==> config.mk <==
export PLATFORM = sky130hd
export DESIGN_NAME = qos_interconnect_n
export DESIGN_NICKNAME = d
export VERILOG_FILES = /design/src/rtl/qos_interconnect_n.sv
export SDC_FILE = /design/constraint.sdc
export NUM_CORES = 1
export LEC_CHECK = 0
export ABC_AREA = 1
export ABC_CLOCK_PERIOD_IN_PS = 8250
export BUFFER_PORTS_ARGS = -buffer_cell sky130_fd_sc_hd__buf_2
export CAP_MARGIN = 15
export CORE_ASPECT_RATIO = 2
export CORE_UTILIZATION = 25
export DETAILED_ROUTE_END_ITERATION = 16
export PLACE_DENSITY = 0.41
export SYNTH_ARGS = -nofsm -noshare
export SYNTH_HDL_FRONTEND = slang
export SYNTH_SLANG_ARGS = --single-unit
==> constraint.sdc <==
create_clock -name clk -period 8.25 [get_ports clk]
set_clock_uncertainty 0.05 [all_clocks]
set_input_delay 0.825 -clock clk [delete_from_list [all_inputs] [get_ports clk]]
set_output_delay 0.825 -clock clk [all_outputs]
set_load 0.01 [all_outputs]
==> src/rtl/qos_interconnect_n.sv <==
// Parametrised QOS interconnect: Main FIFO -> N_VC virtual-channel FIFOs -> arbiter -> N_DEST destination FIFOs.
// Optional macro QOS_INTC_RR_ARB_EN selects a round-robin arbiter instead of strict priority (lowest VC wins).
module qos_interconnect_n #(
    parameter int BW         = 6,
    parameter int N_VC       = 2,
    parameter int N_DEST     = 2,
    parameter int MAIN_DEPTH = 4,
    parameter int VC_DEPTH   = 16,
    parameter int D_DEPTH    = 4
) (
    input  logic                 clk,
    input  logic                 reset_L,
    input  logic                 Main_wr,
    input  logic [BW-1:0]        Main_data_in,
    output logic                 Main_full,
    output logic                 Main_empty,
    output logic                 Main_error_output,
    output logic [N_VC-1:0]      VC_empty,
    input  logic [N_DEST-1:0]    D_rd,
    output logic [N_DEST*BW-1:0] D_data_out,
    output logic [N_DEST-1:0]    D_empty,
    output logic [N_DEST-1:0]    D_full,
    output logic [N_DEST-1:0]    D_error_output
);

    localparam int VC_W = $clog2(N_VC);
    localparam int D_W  = $clog2(N_DEST);
    localparam int MA_W = $clog2(MAIN_DEPTH);
    localparam int VA_W = $clog2(VC_DEPTH);
    localparam int DA_W = $clog2(D_DEPTH);

    localparam logic [MA_W:0] MAIN_FULL_CNT = (MA_W+1)'(MAIN_DEPTH);
    localparam logic [VA_W:0] VC_FULL_CNT   = (VA_W+1)'(VC_DEPTH);
    localparam logic [DA_W:0] D_FULL_CNT    = (DA_W+1)'(D_DEPTH);

    function automatic logic [N_VC-1:0] f_lowest(input logic [N_VC-1:0] v);
        return v & (~v + N_VC'(1));
    endfunction

    function automatic logic [VC_W-1:0] f_oh2idx(input logic [N_VC-1:0] oh);
        logic [VC_W-1:0] idx;
        idx = {VC_W{1'b0}};
        for (int k = 0; k < N_VC; k++) begin
            idx = idx | (VC_W'(k) & {VC_W{oh[k]}});
        end
        return idx;
    endfunction

    logic [BW-1:0]   r_main_mem [MAIN_DEPTH];
    logic [MA_W-1:0] r_main_wptr;
    logic [MA_W-1:0] r_main_rptr;
    logic [MA_W:0]   r_main_cnt;
    logic            r_main_err;
    logic            w_main_push;
    logic            w_main_pop;
    logic [BW-1:0]   w_main_head;
    logic [VC_W-1:0] w_main_vc;

    logic [N_VC-1:0]           w_vc_full;
    logic [N_VC-1:0]           w_vc_elig;
    logic [N_VC-1:0][BW-1:0]   w_vc_head;
    logic [N_VC-1:0][D_W-1:0]  w_vc_dest;

    logic            w_grant_vld;
    logic [VC_W-1:0] w_grant_idx;
    logic [D_W-1:0]  w_grant_dest;
    logic [BW-1:0]   w_grant_word;

    assign Main_full         = (r_main_cnt == MAIN_FULL_CNT);
    assign Main_empty        = (r_main_cnt == (MA_W+1)'(0));
    assign Main_error_output = r_main_err;
    assign w_main_push       = Main_wr & ~Main_full;
    assign w_main_head       = r_main_mem[r_main_rptr];
    assign w_main_vc         = w_main_head[BW-1 -: VC_W];
    // Head-of-line: Main pops only when its head's VC has room.
    assign w_main_pop        = ~Main_empty & ~w_vc_full[w_main_vc];

    // Main FIFO pointers, occupancy and overflow flag
    always_ff @(posedge clk or negedge reset_L) begin
        if (!reset_L) begin
            r_main_wptr <= {MA_W{1'b0}};
            r_main_rptr <= {MA_W{1'b0}};
            r_main_cnt  <= {(MA_W+1){1'b0}};
            r_main_err  <= 1'b0;
        end else begin
            r_main_err <= Main_wr & Main_full;
            if (w_main_push) begin
                r_main_wptr <= r_main_wptr + MA_W'(1);
            end
            if (w_main_pop) begin
                r_main_rptr <= r_main_rptr + MA_W'(1);
            end
            case ({w_main_push, w_main_pop})
                2'b10:   r_main_cnt <= r_main_cnt + (MA_W+1)'(1);
                2'b01:   r_main_cnt <= r_main_cnt - (MA_W+1)'(1);
                default: r_main_cnt <= r_main_cnt;
            endcase
        end
    end

    // Main FIFO storage
    always_ff @(posedge clk) begin
        if (w_main_push) begin
            r_main_mem[r_main_wptr] <= Main_data_in;
        end
    end

    for (genvar g = 0; g < N_VC; g++) begin : g_vc
        logic [BW-1:0]   r_mem [VC_DEPTH];
        logic [VA_W-1:0] r_wptr;
        logic [VA_W-1:0] r_rptr;
        logic [VA_W:0]   r_cnt;
        logic            w_push;
        logic            w_pop;

        assign w_push       = w_main_pop & (w_main_vc == VC_W'(g));
        assign w_pop        = w_grant_vld & (w_grant_idx == VC_W'(g));
        assign VC_empty[g]  = (r_cnt == (VA_W+1)'(0));
        assign w_vc_full[g] = (r_cnt == VC_FULL_CNT);
        assign w_vc_head[g] = r_mem[r_rptr];
        assign w_vc_dest[g] = w_vc_head[g][BW-1-VC_W -: D_W];
        assign w_vc_elig[g] = ~VC_empty[g] & ~D_full[w_vc_dest[g]];

        // VC FIFO pointers and occupancy
        always_ff @(posedge clk or negedge reset_L) begin
            if (!reset_L) begin
                r_wptr <= {VA_W{1'b0}};
                r_rptr <= {VA_W{1'b0}};
                r_cnt  <= {(VA_W+1){1'b0}};
            end else begin
                if (w_push) begin
                    r_wptr <= r_wptr + VA_W'(1);
                end
                if (w_pop) begin
                    r_rptr <= r_rptr + VA_W'(1);
                end
                case ({w_push, w_pop})
                    2'b10:   r_cnt <= r_cnt + (VA_W+1)'(1);
                    2'b01:   r_cnt <= r_cnt - (VA_W+1)'(1);
                    default: r_cnt <= r_cnt;
                endcase
            end
        end

        // VC FIFO storage
        always_ff @(posedge clk) begin
            if (w_push) begin
                r_mem[r_wptr] <= w_main_head;
            end
        end
    end

    assign w_grant_vld = |w_vc_elig;

`ifdef QOS_INTC_RR_ARB_EN
    logic [VC_W-1:0] r_last_grant;
    logic [VC_W-1:0] w_rr_base;
    logic [N_VC-1:0] w_elig_rot;

    // Rotate so the search starts one past the last grant, then undo the rotation.
    assign w_rr_base   = r_last_grant + VC_W'(1);
    assign w_elig_rot  = N_VC'({w_vc_elig, w_vc_elig} >> w_rr_base);
    assign w_grant_idx = f_oh2idx(f_lowest(w_elig_rot)) + w_rr_base;

    // Round-robin pointer, moves only on a grant
    always_ff @(posedge clk or negedge reset_L) begin
        if (!reset_L) begin
            r_last_grant <= VC_W'(N_VC - 1);
        end else if (w_grant_vld) begin
            r_last_grant <= w_grant_idx;
        end else begin
            r_last_grant <= r_last_grant;
        end
    end
`else
    assign w_grant_idx = f_oh2idx(f_lowest(w_vc_elig));
`endif

    assign w_grant_dest = w_vc_dest[w_grant_idx];
    assign w_grant_word = w_vc_head[w_grant_idx];

    for (genvar g = 0; g < N_DEST; g++) begin : g_dst
        logic [BW-1:0]   r_mem [D_DEPTH];
        logic [DA_W-1:0] r_wptr;
        logic [DA_W-1:0] r_rptr;
        logic [DA_W:0]   r_cnt;
        logic            r_err;
        logic            w_push;
        logic            w_pop;

        assign w_push            = w_grant_vld & (w_grant_dest == D_W'(g));
        assign w_pop             = D_rd[g] & ~D_empty[g];
        assign D_empty[g]        = (r_cnt == (DA_W+1)'(0));
        assign D_full[g]         = (r_cnt == D_FULL_CNT);
        assign D_error_output[g] = r_err;
        assign D_data_out[g*BW +: BW] = D_empty[g] ? BW'(0) : r_mem[r_rptr];

        // Destination FIFO pointers, occupancy and underflow flag
        always_ff @(posedge clk or negedge reset_L) begin
            if (!reset_L) begin
                r_wptr <= {DA_W{1'b0}};
                r_rptr <= {DA_W{1'b0}};
                r_cnt  <= {(DA_W+1){1'b0}};
                r_err  <= 1'b0;
            end else begin
                r_err <= D_rd[g] & D_empty[g];
                if (w_push) begin
                    r_wptr <= r_wptr + DA_W'(1);
                end
                if (w_pop) begin
                    r_rptr <= r_rptr + DA_W'(1);
                end
                case ({w_push, w_pop})
                    2'b10:   r_cnt <= r_cnt + (DA_W+1)'(1);
                    2'b01:   r_cnt <= r_cnt - (DA_W+1)'(1);
                    default: r_cnt <= r_cnt;
                endcase
            end
        end

        // Destination FIFO storage
        always_ff @(posedge clk) begin
            if (w_push) begin
                r_mem[r_wptr] <= w_grant_word;
            end
        end
    end

endmodule

Word-level counts from Yosys, hierarchy flattened
Memories as Yosys holds them, arrays and structs flattened.
Index checks and enable logic that the tools add are counted.
- output and inout bits: 23
- bits of input ports: 11
- memories kept: 5
- bits in registers: 50
- bits in writable memories: 264
- memories (memory ; words ; bits a word ; rd ports ; clocked after Yosys merged registers in ; write ports ; RTL line ; RTL):
    g_vc[0].r_mem ; 16 ; 6 ; 1 ; 0 ; 1 ; 109 ; logic [BW-1:0] r_mem [VC_DEPTH];
    g_vc[1].r_mem ; 16 ; 6 ; 1 ; 0 ; 1 ; 109 ;
    g_dst[0].r_mem ; 4 ; 6 ; 1 ; 0 ; 1 ; 183 ; logic [BW-1:0] r_mem [D_DEPTH];
    g_dst[1].r_mem ; 4 ; 6 ; 1 ; 0 ; 1 ; 183 ;
    r_main_mem ; 4 ; 6 ; 1 ; 0 ; 1 ; 49 ; logic [BW-1:0] r_main_mem [MAIN_DEPTH];
- $add $sub $neg: 21
- reduce and logical (&&, ||, !) cells: 11
- bitwise gates (word level): 29
- muxes and demuxes: 27
- magnitude comparators: 4
- eq/ne operators: 15
- operators by type and width (operator ; number):
    two-way mux 6 bit ; 4
    one-hot mux 5 bit (2 select lines) ; 2
    two-way mux 1 bit ; 18
    one-hot mux 3 bit (2 select lines) ; 3
    adder 4 x 1 -> 4 bit (second input constant) ; 4
    AND 1 bit ; 15
    adder 2 x 1 -> 2 bit (second input constant) ; 7
    inverter 1 bit ; 12
    adder 5 x 1 -> 5 bit (second input constant) ; 2
    equality test 2 x 1 -> 1 bit (second input constant) ; 5
    equality test 2 bit (second input constant) ; 5
    equality test 5 bit (second input constant) ; 2
    logical NOT 5 bit ; 2
    nonzero test 2 bit ; 5
    subtractor 5 x 1 -> 5 bit (second input constant) ; 2
    adder 3 x 1 -> 3 bit (second input constant) ; 3
    equality test 3 bit (second input constant) ; 3
    logical NOT 3 bit ; 3
    subtractor 3 x 1 -> 3 bit (second input constant) ; 3
    less-than comparator 1 x 2 -> 1 bit (second input constant) ; 4
    AND 2 bit ; 1
    inverter 2 bit ; 1
    OR reduction 2 bit ; 1

Longest topological paths before layout
- depth after elaboration: 14
- mapped depth: 23

Least setup slack after synthesis
Ideal clock, no wire load.
- path kind: flip-flop to flip-flop
- start: register g_vc[0].r_rptr[0]
- end: register g_vc[1].r_cnt[4]
- period minus slack after synthesis: 3.047 ns
- stages on the path, launching flop included: 23
- path buffers: 3
- data arrival time: 2.866 ns
- path slack: 5.203 ns
- cells stage by stage: dfrtp_1 -> buf_4 -> buf_4 -> nand2_1 -> nand2_1 -> nand2_1 -> nand3_1 -> nand2_1 -> nand2_2 -> nand2_1 -> nand3_4 -> nand2_8 -> inv_2 -> buf_6 -> ha_1 -> fa_1 -> a21oi_1 -> nor2_1 -> nor2_1 -> inv_1 -> a21oi_1 -> o21ai_0 -> xor2_1
- cells in the longest elaborated chain, start to end: 11
- ends and longest elaborated chain (element ; RTL line ; RTL):
    from (decl) ; 111 ; logic [VA_W-1:0] r_rptr;
    from (signal assigned) ; 128 ; r_rptr <= {VA_W{1'b0}};
    from (signal assigned) ; 135 ; r_rptr <= r_rptr + VA_W'(1);
    memory read (16 x 6 bit) * ; -- ;
    two-way mux 1 bit (implied by the code) * (2 in series) ; 122 ; assign w_vc_elig[g] = ~VC_empty[g] & ~D_full[w_vc_dest[g]];
    inverter 1 bit * ; 122 ;
    AND 1 bit * ; 122 ;
    inverter 2 bit ; 37 ; return v & (~v + N_VC'(1));
    adder 2 x 1 -> 2 bit ; 37 ;
    AND 2 bit ; 37 ;
    AND 1 bit * ; 117 ; assign w_pop = w_grant_vld & (w_grant_idx == VC_W'(g));
    named net g_vc[1].w_pop ; 114 ; logic w_pop;
    equality test 2 x 1 -> 1 bit or equality test 2 bit (tied branches) ; 137 ; case ({w_push, w_pop})
    one-hot mux 5 bit (2 select lines) or nonzero test 2 bit (tied branches) ; -- ;
    to (signal assigned) ; 138 ; 2'b10: r_cnt <= r_cnt + (VA_W+1)'(1);
    to (signal assigned) ; 139 ; 2'b01: r_cnt <= r_cnt - (VA_W+1)'(1);
    to (signal assigned) ; 140 ; default: r_cnt <= r_cnt;
    to (decl) ; 112 ; logic [VA_W:0] r_cnt;
Mark *: on every way through the listed nets, which the timed path passes. The rest lies on a longest branch. The select of a mux whose other input is x is not followed.
A chain may end at the register's enable or synchronous reset.

Worst setup path in the final report
- start: register g_vc[1].r_rptr[1]
- end: register g_vc[1].r_cnt[4]
- cells in the longest elaborated chain, start to end: 11
- ends and longest elaborated chain (element ; RTL line):
    from (decl) ; 111
    from (signal assigned) ; 128
    from (signal assigned) ; 135
    memory read (16 x 6 bit) * ; --
    two-way mux 1 bit (implied by the code) * (2 in series) ; 122
    inverter 1 bit * ; 122
    AND 1 bit * ; 122
    inverter 2 bit ; 37
    adder 2 x 1 -> 2 bit ; 37
    AND 2 bit ; 37
    AND 1 bit * ; 117
    equality test 2 x 1 -> 1 bit or equality test 2 bit (tied branches) ; 137
    one-hot mux 5 bit (2 select lines) or nonzero test 2 bit (tied branches) ; --
Mark *: on every way between the ends. The rest lies on a longest branch, timed or not. The select of a mux whose other input is x is not followed.

==> summary.txt <==
Detailed routing
  – Mean routed wirelength per cell: 17.54 µm
  – Wire length reported by the detailed router: 33.01 mm
  – Number of violations reported at the end of detailed-routing iteration 0: 495
  – Post-detailed-route via-to-cell ratio: between 4 and 5
  – Vias after detailed routing: 8,230
  – Detailed-router iteration count before antenna repair: 10
  – Number of DRC violations after detailed routing: 4
  – Remaining antenna violation count after routing: 0

GRT
  – Gr ovfl total: 0
  – Largest net degree at the start of global routing: 54
  – Overall Global Routing Usage: 12.20%
  – Global-route wire length before repair: 51.07 mm
  – Number of global-route vias before repair: around 8,700
  – Antenna violations before repair: 0

Worst setup path
  – Count of cells along the worst register-to-register path: 18
  – Cell type with the highest occurrence count on the critical path: sky130_fd_sc_hd__nor2_1
  – Data required time at the worst endpoint: between 8 and 9 ns
  – Delay of the slowest cell on the worst path: 0.90 ns
  – Critical path's slowest cell: sky130_fd_sc_hd__dfrtp_1
  – Critical setup path kind: register to register
  – Crit path buffers/inverters: 3
  – Stages on the worst setup path: 18
  – CP Capture Type: register
  – Family of cells with the greatest summed delay on the critical path: buffers and inverters
  – Chain of cells forming the critical path: clkinv_1 -> nor2_1 -> o21ai_1 -> nand3_1 -> nand2_2 -> a21oi_4 -> nor2_8 -> nand2_8 -> inv_2 -> ha_1 -> fa_1 -> a21oi_1 -> nor2_1 -> nor2_1 -> inv_1 -> a21oi_1 -> o21ai_0 -> xor2_1
  – Maximum fanout along the worst path: 25
  – Startpoint types: register
  – WP data arrival: 4.89 ns

Synth
  – Mapped Nets: 1,203
  – Largest family of logic cells by synthesized area: simple AND/OR/NAND/NOR gates
  – Synth Area in XOR/XNOR: 1.884%
  – Fraction of post-synthesis cell area in the top cell type by area: a little under 60%
  – Primary flip-flop cell chosen by synthesis mapping: sky130_fd_sc_hd__edfxtp_1
  – Combined area of all synthesized cells: 13,480 µm²
  – Distinct cell type count of the synthesized netlist: 37
  – Average footprint of a synthesized cell: around 12 µm²
  – Synthesized-area fraction occupied by ao, oa, aoi and oai cells: 9.662%
  – Gate count of the mapped netlist: 1,154
  – Synth Warn #: 0
  – Most frequent cells after synthesis: 264 x sky130_fd_sc_hd__edfxtp_1, 233 x sky130_fd_sc_hd__nor2_1, 149 x sky130_fd_sc_hd__o21ai_0, 116 x sky130_fd_sc_hd__nand2_1, 83 x sky130_fd_sc_hd__inv_1
  – Top area cells in the synthesized netlist: sky130_fd_sc_hd__edfxtp_1 59%, sky130_fd_sc_hd__dfrtp_1 9.3%, sky130_fd_sc_hd__nor2_1 6.5%
  – Share of synthesized cell area in full adder, half adder and majority cells: 3.805%
  – Share of synthesized area occupied by flip-flops and latches: 68.09%
  – Library cell with the highest instance count after synthesis: sky130_fd_sc_hd__edfxtp_1
  – Number of enable flip-flop cells after synthesis: 264
  – Share of synthesized cell area in and, or, nand and nor gates: approximately an eighth
  – Area leader, netlist: sky130_fd_sc_hd__edfxtp_1
  – Number of storage elements in the synthesis netlist: 314
  – Multiplexer area fraction after synthesis: 0%
  – Asr flop ratio synth: 15.92%

STA
  – Total negative slack for setup checks: 0 ns
  – Highest achievable clock rate: 0.2226 GHz
  – Count of endpoints failing setup in the final report: 0
  – Max transition margin: 30.94%
  – Final hold violation count: 0
  – Worst hold slack: approximately 0.37 ns
  – Ratio of final minimum period to clock period: between 50% and 60%
  – Period minus WS final: 4.492 ns
  – RSZ-0062 raised after global routing: no
  – Slew at the pin closest to its max-slew limit: between 1 and 1.5 ns
  – Final max-slew violation count: 0

CTS
  – Clock Latency Late Sink: 0.59 ns
  – Total clock buffers created by CTS: 30
  – Clock slew at reported path FFs: around 0.070 ns
  – Postcts setup bufs: 0
  – Post_cts resized: 0
  – Root Buffer: sky130_fd_sc_hd__clkbuf_16
  – CTS tree: built
  – Bufs on Longest Clock Path: 3
  – Clock sink count: between 300 and 400
  – CTS Hold Buffers Added: 0
  – Maximum level of the CTS H-tree: 1

Layout
  – Layout area overhead: 14.28%
  – Combined flip-flop and latch cell area: 9179 µm²
  – Final nets: between 1,000 and 1,500
  – Design Area, Final: 15,400 µm²
  – Number of inserted filler cells in the final layout: between 5,000 and 6,000
  – Fraction of final layout cells sized beyond drive strength 1: 10.40%
  – Number of diodes added for antenna fixing: 0
  – Multi-input logic area: 3772 µm²
  – Finished Core Util: 28.82%

Placement
  – Dpl hpwl: 22.58 mm
  – Post-Place Cell Area: 14,390 µm²
  – Routability congestion estimate: 0.7435
  – Port Buffer Count: 33

Floorplan
  – Top-level port count: 34
  – Die height: approximately 330 µm
  – Area of the core: 53,450 µm²
  – Width of the chip: 166.2 µm
  – Starting utilization of the core area: 25.22%
  – # rows: between 100 and 150
  – Die Area: 54,910 µm²

Power and ir drop
  – Total power per unit cell area: 463.8 nW/µm²
  – IR Drop Worst-Case VDD: 0.2519 mV
  – Final Total Pwr: a little over 7 mW
  – Leakage power summed over all cells: 5.665 nW

Min path
  – Class of the worst hold path: input pin to async pin

Status
  – Status: finished with violations
  – Failing checks: design-rule violations

Job
  – # Max-Cap Violations: 0
registers in the layout, summed over array words and instances (netlist names):
| name | flops |
|---|---|
| Main_error_output | 1 |
| g_dst.r_cnt | 6 |
| g_dst.r_err | 2 |
| g_dst.r_mem | 48 |
| g_dst.r_rptr | 4 |
| g_dst.r_wptr | 4 |
| g_vc.r_cnt | 10 |
| g_vc.r_mem | 192 |
| g_vc.r_rptr | 8 |
| g_vc.r_wptr | 8 |
| r_main_cnt | 3 |
| r_main_mem | 24 |
| r_main_rptr | 2 |
| r_main_wptr | 2 |
per-layer routing:
layer | part of all wire, % | routed length (µm) | GRT usage, % | up-vias
met5 | 0 | 0 | 0 | -
met2 | 56 | 18490 | 24.43 | 115
met1 | 38 | 12470 | 12.58 | 4006
met3 | 2.8 | 930 | 1.434 | 43
li1 | - | - | - | 4066
met4 | 3.4 | 1124 | 5.303 | 0
path summary, 6_finish.rpt:
check                                  start           endpoint  slack [ns]
max in group asynchronous            reset_L  g_dst[0].r_cnt[1]        7.22
min reg2reg                g_dst[0].r_cnt[2]     g_dst[0].r_err        0.41
max                        g_vc[1].r_rptr[1]   g_vc[1].r_cnt[4]        3.76
min in group clk           g_dst[0].r_cnt[2]     g_dst[0].r_err        0.41
max reg2reg                g_vc[1].r_rptr[1]   g_vc[1].r_cnt[4]        3.76
min                                  reset_L  g_dst[1].r_cnt[2]        0.37
logic make-up (layout without fill, tap and decap cells):
kind of cell | Yosys count | after routing
DFF | 314 | 314
AOI/OAI and AO/OA | 239 | 239
and+or+nand+nor | 397 | 397
adders and majority gates | 38 | 38
buffers and inverters | 137 | 194
xor gates and xnor gates | 29 | 29
power by group:
group | internal (mW) | leakage, nW | switching, mW | total, mW
Sequential | 2.54 | 3.00 | 0.234 | 2.77
Combinational | 0.834 | 2.18 | 2.10 | 2.93
Clock | 0.820 | 0.491 | 0.617 | 1.44
Total | 4.19 | 5.66 | 2.95 | 7.14
final cells by class:
| type | instances | share of cell area (%) |
|---|---|---|
| timing repair buffer | 44 | 1.608 |
| sequential | 314 | 59.58 |
| tap | 671 | 5.450 |
| inverter | 94 | 2.290 |
| clock buffer | 36 | 5.223 |
| clock inverter | 20 | 1.356 |
| multi-input combinational | 703 | 24.49 |
per-stage QoR:
step                      setup WS, ns  cells
after global placement           3.632   1826
after floorplan                  5.203   1154
final                            3.758   1882
after detailed placement         3.723   1826
after CTS                        3.693   1882
after global routing             3.308   1882
placed cells by master, fill, tap and decap left out, drive strengths merged:
master / count
nor4: 2
dfrtp: 50
edfxtp: 264
nand3: 21
ha: 33
clkinv: 13
bufinv: 4
a21oi: 28
nand2: 123
buf: 44
clkbuf: 36
nand4: 7
nor2: 236
nand3b: 1
o32ai: 1
nor3: 7
xor2: 24
o22ai: 53
o221ai: 1
fa: 5
inv: 94
a21o: 1
clkinvlp: 3
o21ai: 155
xnor2: 5
No activity file was read; power rests on OpenSTA's default activity.
